<file path="src/rtl/mem_arb_if.sv">
// Bus bundle between the core requesters, the memory controller and mem_arb.
// master = environment side (requesters + memory), slave = the arbiter.
interface mem_arb_if;
  localparam int unsigned AW = 16;
  localparam int unsigned DW = 16;

  logic          req0_i_w;
  logic          wr0_i_w;
  logic [AW-1:0] addr0_i_w;
  logic [DW-1:0] wdat0_i_w;
  logic          ack0_o_r;
  logic [DW-1:0] rdat0_o_r;

  logic          req1_i_w;
  logic          wr1_i_w;
  logic [AW-1:0] addr1_i_w;
  logic [DW-1:0] wdat1_i_w;
  logic          ack1_o_r;
  logic [DW-1:0] rdat1_o_r;

  logic          men_o_r;
  logic [AW-1:0] maddr_o_r;
  logic          mwr_o_r;
  logic [DW-1:0] mwdat_o_r;
  logic [DW-1:0] mrdat_i_w;

  modport master (
    output req0_i_w, wr0_i_w, addr0_i_w, wdat0_i_w,
    output req1_i_w, wr1_i_w, addr1_i_w, wdat1_i_w,
    output mrdat_i_w,
    input  ack0_o_r, rdat0_o_r, ack1_o_r, rdat1_o_r,
    input  men_o_r, maddr_o_r, mwr_o_r, mwdat_o_r
  );

  modport slave (
    input  req0_i_w, wr0_i_w, addr0_i_w, wdat0_i_w,
    input  req1_i_w, wr1_i_w, addr1_i_w, wdat1_i_w,
    input  mrdat_i_w,
    output ack0_o_r, rdat0_o_r, ack1_o_r, rdat1_o_r,
    output men_o_r, maddr_o_r, mwr_o_r, mwdat_o_r
  );
endinterface

</file>
<file path="src/rtl/mem_arb.sv">
// Two-port arbiter sharing one single-ported memory between fetch (port 0)
// and load/store (port 1); one enabled memory cycle per grant, then a 1-cycle ack.
module mem_arb #(
  parameter bit RR_EN = 1'b1
) (
  input logic      clk_i_w,
  input logic      rst_i_w,
  mem_arb_if.slave bus
);
  localparam int unsigned AW = 16;
  localparam int unsigned DW = 16;

  typedef enum logic [1:0] {IDLE, ACCESS, ACK} state_t;

  state_t        state_r, state_nxt;
  logic          gnt_r, gnt_nxt;
  logic          last_r, last_nxt;
  logic          win_c;
  logic          men_nxt, mwr_nxt, ack0_nxt, ack1_nxt;
  logic [AW-1:0] maddr_nxt;
  logic [DW-1:0] mwdat_nxt, rdat0_nxt, rdat1_nxt;

  // Winner: a lone requester wins; on a tie round-robin or port 0.
  always_comb begin
    if (bus.req0_i_w && bus.req1_i_w) win_c = RR_EN ? ~last_r : 1'b0;
    else                              win_c = bus.req1_i_w;
  end

  // State and registered outputs.
  always_ff @(posedge clk_i_w or negedge rst_i_w) begin
    if (!rst_i_w) begin
      state_r       <= IDLE;
      gnt_r         <= 1'b0;
      last_r        <= 1'b1;
      bus.men_o_r   <= 1'b0;
      bus.maddr_o_r <= '0;
      bus.mwr_o_r   <= 1'b0;
      bus.mwdat_o_r <= '0;
      bus.ack0_o_r  <= 1'b0;
      bus.ack1_o_r  <= 1'b0;
      bus.rdat0_o_r <= '0;
      bus.rdat1_o_r <= '0;
    end else begin
      state_r       <= state_nxt;
      gnt_r         <= gnt_nxt;
      last_r        <= last_nxt;
      bus.men_o_r   <= men_nxt;
      bus.maddr_o_r <= maddr_nxt;
      bus.mwr_o_r   <= mwr_nxt;
      bus.mwdat_o_r <= mwdat_nxt;
      bus.ack0_o_r  <= ack0_nxt;
      bus.ack1_o_r  <= ack1_nxt;
      bus.rdat0_o_r <= rdat0_nxt;
      bus.rdat1_o_r <= rdat1_nxt;
    end
  end

  // Next state.
  always_comb begin
    state_nxt = state_r;
    case (state_r)
      IDLE:    if (bus.req0_i_w || bus.req1_i_w) state_nxt = ACCESS;
      ACCESS:  state_nxt = ACK;
      ACK:     state_nxt = IDLE;
      default: state_nxt = IDLE;
    endcase
  end

  // Next values of grant bookkeeping and registered outputs.
  always_comb begin
    gnt_nxt   = gnt_r;
    last_nxt  = last_r;
    men_nxt   = bus.men_o_r;
    maddr_nxt = bus.maddr_o_r;
    mwr_nxt   = bus.mwr_o_r;
    mwdat_nxt = bus.mwdat_o_r;
    ack0_nxt  = bus.ack0_o_r;
    ack1_nxt  = bus.ack1_o_r;
    rdat0_nxt = bus.rdat0_o_r;
    rdat1_nxt = bus.rdat1_o_r;
    case (state_r)
      IDLE: begin
        if (bus.req0_i_w || bus.req1_i_w) begin
          gnt_nxt   = win_c;
          last_nxt  = win_c;
          men_nxt   = 1'b1;
          maddr_nxt = win_c ? bus.addr1_i_w : bus.addr0_i_w;
          mwr_nxt   = win_c ? bus.wr1_i_w   : bus.wr0_i_w;
          mwdat_nxt = win_c ? bus.wdat1_i_w : bus.wdat0_i_w;
        end
      end
      ACCESS: begin
        // Read data is only valid while men is high, so capture it here.
        men_nxt  = 1'b0;
        ack0_nxt = ~gnt_r;
        ack1_nxt = gnt_r;
        if (!bus.mwr_o_r) begin
          if (gnt_r) rdat1_nxt = bus.mrdat_i_w;
          else       rdat0_nxt = bus.mrdat_i_w;
        end
      end
      ACK: begin
        ack0_nxt = 1'b0;
        ack1_nxt = 1'b0;
      end
      default: begin
        men_nxt  = 1'b0;
        ack0_nxt = 1'b0;
        ack1_nxt = 1'b0;
      end
    endcase
  end
endmodule

</file>
<file path="src/flat_wrapper.sv">
// flat-port wrapper written by rule: the top's interface ports become plain ports
module mem_arb_flat 
#(
  parameter bit RR_EN = 1'b1
)
  (clk_i_w, rst_i_w, bus_req0_i_w, bus_wr0_i_w, bus_addr0_i_w, bus_wdat0_i_w, bus_req1_i_w, bus_wr1_i_w, bus_addr1_i_w, bus_wdat1_i_w, bus_mrdat_i_w, bus_ack0_o_r, bus_rdat0_o_r, bus_ack1_o_r, bus_rdat1_o_r, bus_men_o_r, bus_maddr_o_r, bus_mwr_o_r, bus_mwdat_o_r);
  mem_arb_if bus_i ();
  input logic clk_i_w;
  input logic rst_i_w;
  input wire logic [$bits(bus_i.req0_i_w)-1:0] bus_req0_i_w;
  input wire logic [$bits(bus_i.wr0_i_w)-1:0] bus_wr0_i_w;
  input wire logic [$bits(bus_i.addr0_i_w)-1:0] bus_addr0_i_w;
  input wire logic [$bits(bus_i.wdat0_i_w)-1:0] bus_wdat0_i_w;
  input wire logic [$bits(bus_i.req1_i_w)-1:0] bus_req1_i_w;
  input wire logic [$bits(bus_i.wr1_i_w)-1:0] bus_wr1_i_w;
  input wire logic [$bits(bus_i.addr1_i_w)-1:0] bus_addr1_i_w;
  input wire logic [$bits(bus_i.wdat1_i_w)-1:0] bus_wdat1_i_w;
  input wire logic [$bits(bus_i.mrdat_i_w)-1:0] bus_mrdat_i_w;
  output wire logic [$bits(bus_i.ack0_o_r)-1:0] bus_ack0_o_r;
  output wire logic [$bits(bus_i.rdat0_o_r)-1:0] bus_rdat0_o_r;
  output wire logic [$bits(bus_i.ack1_o_r)-1:0] bus_ack1_o_r;
  output wire logic [$bits(bus_i.rdat1_o_r)-1:0] bus_rdat1_o_r;
  output wire logic [$bits(bus_i.men_o_r)-1:0] bus_men_o_r;
  output wire logic [$bits(bus_i.maddr_o_r)-1:0] bus_maddr_o_r;
  output wire logic [$bits(bus_i.mwr_o_r)-1:0] bus_mwr_o_r;
  output wire logic [$bits(bus_i.mwdat_o_r)-1:0] bus_mwdat_o_r;
  assign bus_i.req0_i_w = bus_req0_i_w;
  assign bus_i.wr0_i_w = bus_wr0_i_w;
  assign bus_i.addr0_i_w = bus_addr0_i_w;
  assign bus_i.wdat0_i_w = bus_wdat0_i_w;
  assign bus_i.req1_i_w = bus_req1_i_w;
  assign bus_i.wr1_i_w = bus_wr1_i_w;
  assign bus_i.addr1_i_w = bus_addr1_i_w;
  assign bus_i.wdat1_i_w = bus_wdat1_i_w;
  assign bus_i.mrdat_i_w = bus_mrdat_i_w;
  assign bus_ack0_o_r = bus_i.ack0_o_r;
  assign bus_rdat0_o_r = bus_i.rdat0_o_r;
  assign bus_ack1_o_r = bus_i.ack1_o_r;
  assign bus_rdat1_o_r = bus_i.rdat1_o_r;
  assign bus_men_o_r = bus_i.men_o_r;
  assign bus_maddr_o_r = bus_i.maddr_o_r;
  assign bus_mwr_o_r = bus_i.mwr_o_r;
  assign bus_mwdat_o_r = bus_i.mwdat_o_r;
  mem_arb #(.RR_EN(RR_EN)) u_core (.clk_i_w(clk_i_w), .rst_i_w(rst_i_w), .bus(bus_i));
endmodule
</file>
<file path="config.mk">
export PLATFORM = sky130hd
export DESIGN_NAME = mem_arb_flat
export DESIGN_NICKNAME = d
export VERILOG_FILES = /design/src/rtl/mem_arb_if.sv /design/src/rtl/mem_arb.sv /design/src/flat_wrapper.sv
export SDC_FILE = /design/constraint.sdc
export NUM_CORES = 1
export LEC_CHECK = 0
export BUFFER_PORTS_ARGS = -buffer_cell sky130_fd_sc_hd__buf_2
export CAP_MARGIN = 20
export CORE_MARGIN = 1.5
export CORE_UTILIZATION = 30
export DETAILED_ROUTE_END_ITERATION = 6
export HOLD_SLACK_MARGIN = 0.1
export PLACE_DENSITY_LB_ADDON = 0.05
export SETUP_SLACK_MARGIN = 0.5
export SYNTH_ARGS = -nofsm -noshare
export SYNTH_HDL_FRONTEND = slang
export SYNTH_SLANG_ARGS = --single-unit
export TNS_END_PERCENT = 100
</file>
<file path="constraint.sdc">
create_clock -name clk_i_w -period 2.15 [get_ports clk_i_w]
set_input_delay 0.43 -clock clk_i_w [delete_from_list [all_inputs] [get_ports clk_i_w]]
set_output_delay 0.43 -clock clk_i_w [all_outputs]
set_load 0.005 [all_outputs]
</file>
==> impl_metrics.toml, run 1 <==
[drt]
drt_iter0_drc = 56
antenna_violating_nets_post_route = 0
wl_per_cell_um = 14.1
via_per_inst = 4.36
drtPass1Iterations = 4
drcViolationCount = 0
drt_wl_total_um = 7050
dr_total_vias = 2183

[global_routing]
grt_pass1_wl_um = 11400
antenna_found_initial = 0
track_usage = 0.132
grt_overflow = 0
grt_max_degree = 33
first_global_vias = 2233

[timing]
rsz0062_at_grt = "true"
skew_ns = 0.00841
hold_viol_final = 0
fin_crit_ns = 1.62
worst_slew_pin_slew_ns = 0.433
slew_headroom = 0.711
setup_viol = 0
slew_violations = 0
period_share = 0.754
tns_ns = 0
fin_ws_ns = 0.528
clock.fmax_ghz = 0.617

[worst_setup_path]
r2r_start = "u_core.last_r"
crit_start = "u_core.last_r"
cp.required_ns = 2.37
worstPathArrival_ns = 1.84
ff2ff_path_depth = 4
path_max_fanout = 25
end_kind = "register"
cp-start-kind = "register"
worstSetupPathType = "register to register"

[logic_synthesis]
syn_inst = 197
synth_ff_type = "dfrtp_1"
ys_types = 19
syn_area_per_cell_sq_um = 16.1
yosysTopAreaCell = "dfrtp_1"
ys_ff_latch = 72
synth_top_area_share = 0.559
synth-edff-count = 0
yosysWarningCount = 0
async_reset_ff_frac = 1.00
syn-cell-area_sq_mm = 0.00318
yosysSeqAreaShare = 0.567
synth_nets = 283
synth_common_cells = "mux2_2 (90), dfrtp_1 (71), mux2_4 (8)"
synthTopCellsByArea = "dfrtp_1 (56%), mux2_2 (32%), mux2_4 (3.8%)"
yosysMostFrequentCell = "mux2_2"

[floorplanning]
core_area_sq_mm = 0.0103
die_x_um = 106
pin_count = 154
rows = 37
dieArea_sq_mm = 0.0112
start_util = 0.308
die_height_um = 106

[cts]
cts-root-buf = "clkbuf_8"
clock_sinks = 72
cts_buffers = 9
htree_levels = 3
clock_path_buffers = 2
clkLatencyLatePin_ns = 0.34
clk_pin_slew_worst_paths_ns = 0.06
cts_tree = "done"

[place]
portBuffers = 153
gp_congestion = 0.688
pre_cts_slack_ns = 0.455
hpwl_um = 5270

[layout]
diodes = 0
drive_above_1_share = 0.767
syn2layout_area_growth_pct = 36.6
finalNetCount = 446
post-route-util = 0.421

[worst_hold_path]
hold_depth = 2
min_path_type = "input port to register"
worstHoldStart = "bus_req0_i_w"

[pwr]
p_per_area_mw_per_mm2 = 1380
leakage_nw = 2.10
peakVddDrop_v = 0.000540

[run_status]
status = "complete, no violations"

[flow_run]
cap_violations = 0
## routing by layer
metal	vias up	global-route usage	share of wire
met1	1038	0.169	0.46
met5	-	0	0
met3	9	0.0509	0.089
met4	0	0.0347	0.011
met2	102	0.207	0.44
li1	1034	-	-
## path summary, 6_finish.rpt
check / endpoint / slack, ns
max in group asynchronous: u_core.bus.rdat0_o_r[5] / 0.98
min reg2reg: u_core.bus.maddr_o_r[0] / 0.50
max: u_core.bus.maddr_o_r[15] / 0.53
max reg2reg: u_core.bus.maddr_o_r[15] / 0.53
min: u_core.last_r / 0.29
min in group asynchronous: u_core.bus.mwdat_o_r[4] / 0.58
## worst max-delay path, stage by stage (launching register included)
cell	delay (ns)
dfstp_2	0.55
a21bo_2	0.16
buf_12	0.18
mux2_2	0.35
mux2_2	0.26
## power by group
| part | internal (mW) | total (mW) | switching, mW |
|---|---|---|---|
| clock network | 0.685 | 1.15 | 0.468 |
| registers | 2.06 | 2.43 | 0.368 |
| logic | 1.48 | 2.42 | 0.940 |
## what timing repair did
item | CTS | global route
setup buffers | 0 | 0
gates resized for setup | 0 | 3
hold endpoints to repair | 30 | 0
hold buffers | 1 | 0
endpoints found under the setup margin | 0 | 59
## area by class of cell
class / instances / area, sq um
multi-input combinational: 112 / 1260
timing repair buffer: 163 / 891
sequential: 72 / 1800
inverter: 2 / 7.51
tap: 136 / 170
clock buffer: 13 / 149
clock inverter: 3 / 65.1
fill: 1004 / 5980
## layout by cell type, fill, tap and decap left out
| cell | instances |
|---|---|
| buf_2 | 152 |
| mux2_2 | 90 |
| dfrtp_1 | 71 |
| clkbuf_8 | 10 |
| mux2_4 | 8 |
| buf_4 | 5 |
| nor2_1 | 3 |
| clkbuf_1 | 3 |
| buf_12 | 3 |
| nor4_4 | 2 |
| mux2i_1 | 2 |
| bufinv_16 | 2 |
| buf_6 | 2 |
| a21bo_2 | 1 |
| nor2_2 | 1 |
| o21a_2 | 1 |
| inv_2 | 1 |
| inv_1 | 1 |
| a21o_1 | 1 |
| a21oi_1 | 1 |
| a31oi_1 | 1 |
| o32ai_1 | 1 |
| clkinv_2 | 1 |
| dlygate4sd3_1 | 1 |
| dfstp_2 | 1 |
## sequential cells by signal, summed over array words and instances, names as in the netlist, 2 cells and up
register / flops
u_core.state_r: 2
u_core.bus.mwdat_o_r: 16
u_core.bus.rdat1_o_r: 16
u_core.bus.maddr_o_r: 16
u_core.bus.rdat0_o_r: 16
## per-stage QoR
step,hold WS [ns],area [sq um],std cells,power (mW)
CTS,0.272,4340,501,6.13
finish,0.288,4350,501,6.00
global route,0.278,4350,501,6.47
detailed placement,0.411,4110,484,4.93
global placement,0.415,4110,484,4.91
floorplan,0.134,3180,197,3.90
## cell families after synthesis
| logic type | after synthesis | synth area share |
|---|---|---|
| mux | 100 | 0.363 |
| buf+inv | 13 | 0.0382 |
| flops | 72 | 0.567 |
| compound gates | 6 | 0.0142 |
| simple gates | 6 | 0.0181 |
Note: power is estimated with default switching activity, not from simulation.
==> inputs of run 2 (changes only) <==
Settings changed: ABC_AREA from default to 1.
Clock period 2.15 ns to 1.7 ns, I/O delays scaled along.
==> impl_metrics.toml, run 2 <==
[run_status]
status = "complete, no violations"

[logic_synthesis]
syn_area_per_cell_sq_um = 7.74
synth_ff_type = "dfrtp_1"
yosysTopAreaCell = "dfrtp_1"
yosysMostFrequentCell = "nand2_1"
async_reset_ff_frac = 1.00
ys_ff_latch = 72
synthTopCellsByArea = "dfrtp_1 (51%), nand2_1 (19%), nand3_1 (12%)"
syn-cell-area_sq_mm = 0.00349
yosysSeqAreaShare = 0.517
syn_inst = 451
ys_types = 21
synth-edff-count = 0
synth_common_cells = "nand2_1 (173), nand3_1 (83), dfrtp_1 (71)"
synth_top_area_share = 0.509
yosysWarningCount = 0
synth_nets = 537

[drt]
drt_iter0_drc = 157
drcViolationCount = 0
dr_total_vias = 3553
drt_wl_total_um = 11200
antenna_violating_nets_post_route = 0
drtPass1Iterations = 4
via_per_inst = 4.45
wl_per_cell_um = 14.1

[cts]
htree_levels = 3
clock_sinks = 72
clk_pin_slew_worst_paths_ns = 0.06
cts-root-buf = "clkbuf_16"
cts_tree = "done"
cts_buffers = 9
clkLatencyLatePin_ns = 0.34
clock_path_buffers = 2

[worst_setup_path]
cp_top_family = "flip-flops"
end_kind = "output port"
worstPathArrival_ns = 0.91
path_cells = "buf_6"
cp.required_ns = 1.36
cp-start-kind = "register"
max_stage_delay_ns = 0.44
cpMaxStageDelayCell = "dfrtp_2"
path_max_fanout = 4
cp_num_buf_inv = 1
worstSetupPathType = "register to output port"

[global_routing]
grt_overflow = 0
track_usage = 0.174
met3_usage = 0.0465
grt_util_met1 = 0.224
grt_use_met2 = 0.281
grt_max_degree = 36
first_global_vias = 3337
grt_pass1_wl_um = 16900
busiest_layer = "met2"
antenna_found_initial = 0

[floorplanning]
die_height_um = 111
dieArea_sq_mm = 0.0123
pin_count = 154
start_util = 0.307
die_x_um = 111
core_area_sq_mm = 0.0114
rows = 39

[flow_run]
cap_violations = 0

[pwr]
leakage_nw = 3.23
peakVddDrop_v = 0.000892
p_per_area_mw_per_mm2 = 1760

[timing]
rsz0062_at_grt = "true"
slew_headroom = 0.692
hold_viol_final = 0
tns_ns = 0
fin_ws_ns = 0.446
slew_violations = 0
period_share = 0.738
setup_viol = 0
skew_ns = 0.00722
worst_slew_pin_slew_ns = 0.463
clock.fmax_ghz = 0.797
fin_crit_ns = 1.25

[layout]
finalNetCount = 736
post-route-util = 0.486
final_cell_mix = "buf_2 (151), nand2_1 (149), nand3_1 (69), dfrtp_1 (69), inv_1 (67)"
diodes = 0
final_common_cell = "buf_2"
drive_above_1_share = 0.427
syn2layout_area_growth_pct = 58.3

[worst_hold_path]
min_path_type = "input port to register"

[place]
gp_congestion = 0.778
hpwl_um = 7130
pre_cts_slack_ns = 0.352
portBuffers = 153
run 2: changes by cell type in the layout (fill, tap and decap cells not counted), moves of 5 or more:
| cell | previous run | this run |
|---|---|---|
| buf_4 | 5 | 36 |
| mux2_2 | 90 | 0 |
| nand4_1 | 0 | 16 |
| mux2_4 | 8 | 0 |
| nand2_1 | 0 | 149 |
| nand3_1 | 0 | 69 |
| buf_6 | 2 | 7 |
| nand2_2 | 0 | 18 |
| clkbuf_16 | 0 | 15 |
| clkbuf_8 | 10 | 0 |
| inv_1 | 1 | 67 |
| nand2_4 | 0 | 9 |
| buf_12 | 3 | 8 |
| nand3_2 | 0 | 14 |
run 2: cell families after synthesis:
| family | Yosys count | synth area share |
|---|---|---|
| buffers and inverters | 96 | 0.120 |
| flip-flops | 72 | 0.517 |
| AO/OA/AOI/OAI | 1 | 0.00143 |
| AND/OR/NAND/NOR | 282 | 0.361 |
run 2: report_power, final:
part	internal, mW	switching (mW)
Sequential	2.59	0.475
Clock	1.14	0.719
Combinational	2.37	2.45
Total	6.10	3.64
run 2: worst paths after layout:
check	from	to	slack (ns)	cells after the start
min in group asynchronous	rst_i_w	u_core.bus.rdat1_o_r[2]	0.49	2
worst max-delay path	u_core.bus.mwr_o_r	bus_mwr_o_r	0.45	1
worst max register to register	u_core.state_r[1]	u_core.bus.rdat1_o_r[10]	0.48	5
worst min register to register	u_core.bus.maddr_o_r[15]	u_core.bus.maddr_o_r[15]	0.46	2
max in group asynchronous	rst_i_w	u_core.bus.mwdat_o_r[13]	0.73	3
worst min-delay path	bus_mrdat_i_w[7]	u_core.bus.rdat0_o_r[7]	0.25	3
run 2: final cells by class:
type / instances / area [sq um]
sequential: 72 / 1810
fill: 1162 / 5840
clock inverter: 5 / 57.6
tap: 143 / 179
clock buffer: 11 / 233
inverter: 71 / 283
timing repair buffer: 212 / 1480
multi-input combinational: 284 / 1490
run 2: routing by layer:
layer / vias up / part of all wire
li1: 1797 / -
met1: 1629 / 0.43
met2: 108 / 0.49
met3: 19 / 0.049
met4: 0 / 0.023
met5: - / 0
run 2: timing repair:
action,in CTS,in global routing
gates cloned,2,7
hold endpoints to repair,29,0
buffers inserted,15,21
resized for setup,15,70
setup endpoints to repair,109,133
hold buffers,1,0
pin swaps,3,15
run 2: through the flow:
stage / hold WS, ns / power (mW) / cells / cell area, sq um
6_report: 0.249 / 9.74 / 798 / 5530
5_1_grt: 0.252 / 10.5 / 798 / 5530
4_1_cts: 0.231 / 8.90 / 770 / 4940
3_5_place_dp: 0.329 / 6.44 / 736 / 4420
3_3_place_gp: 0.333 / 6.39 / 736 / 4420
2_1_floorplan: 0.0444 / 4.98 / 451 / 3490
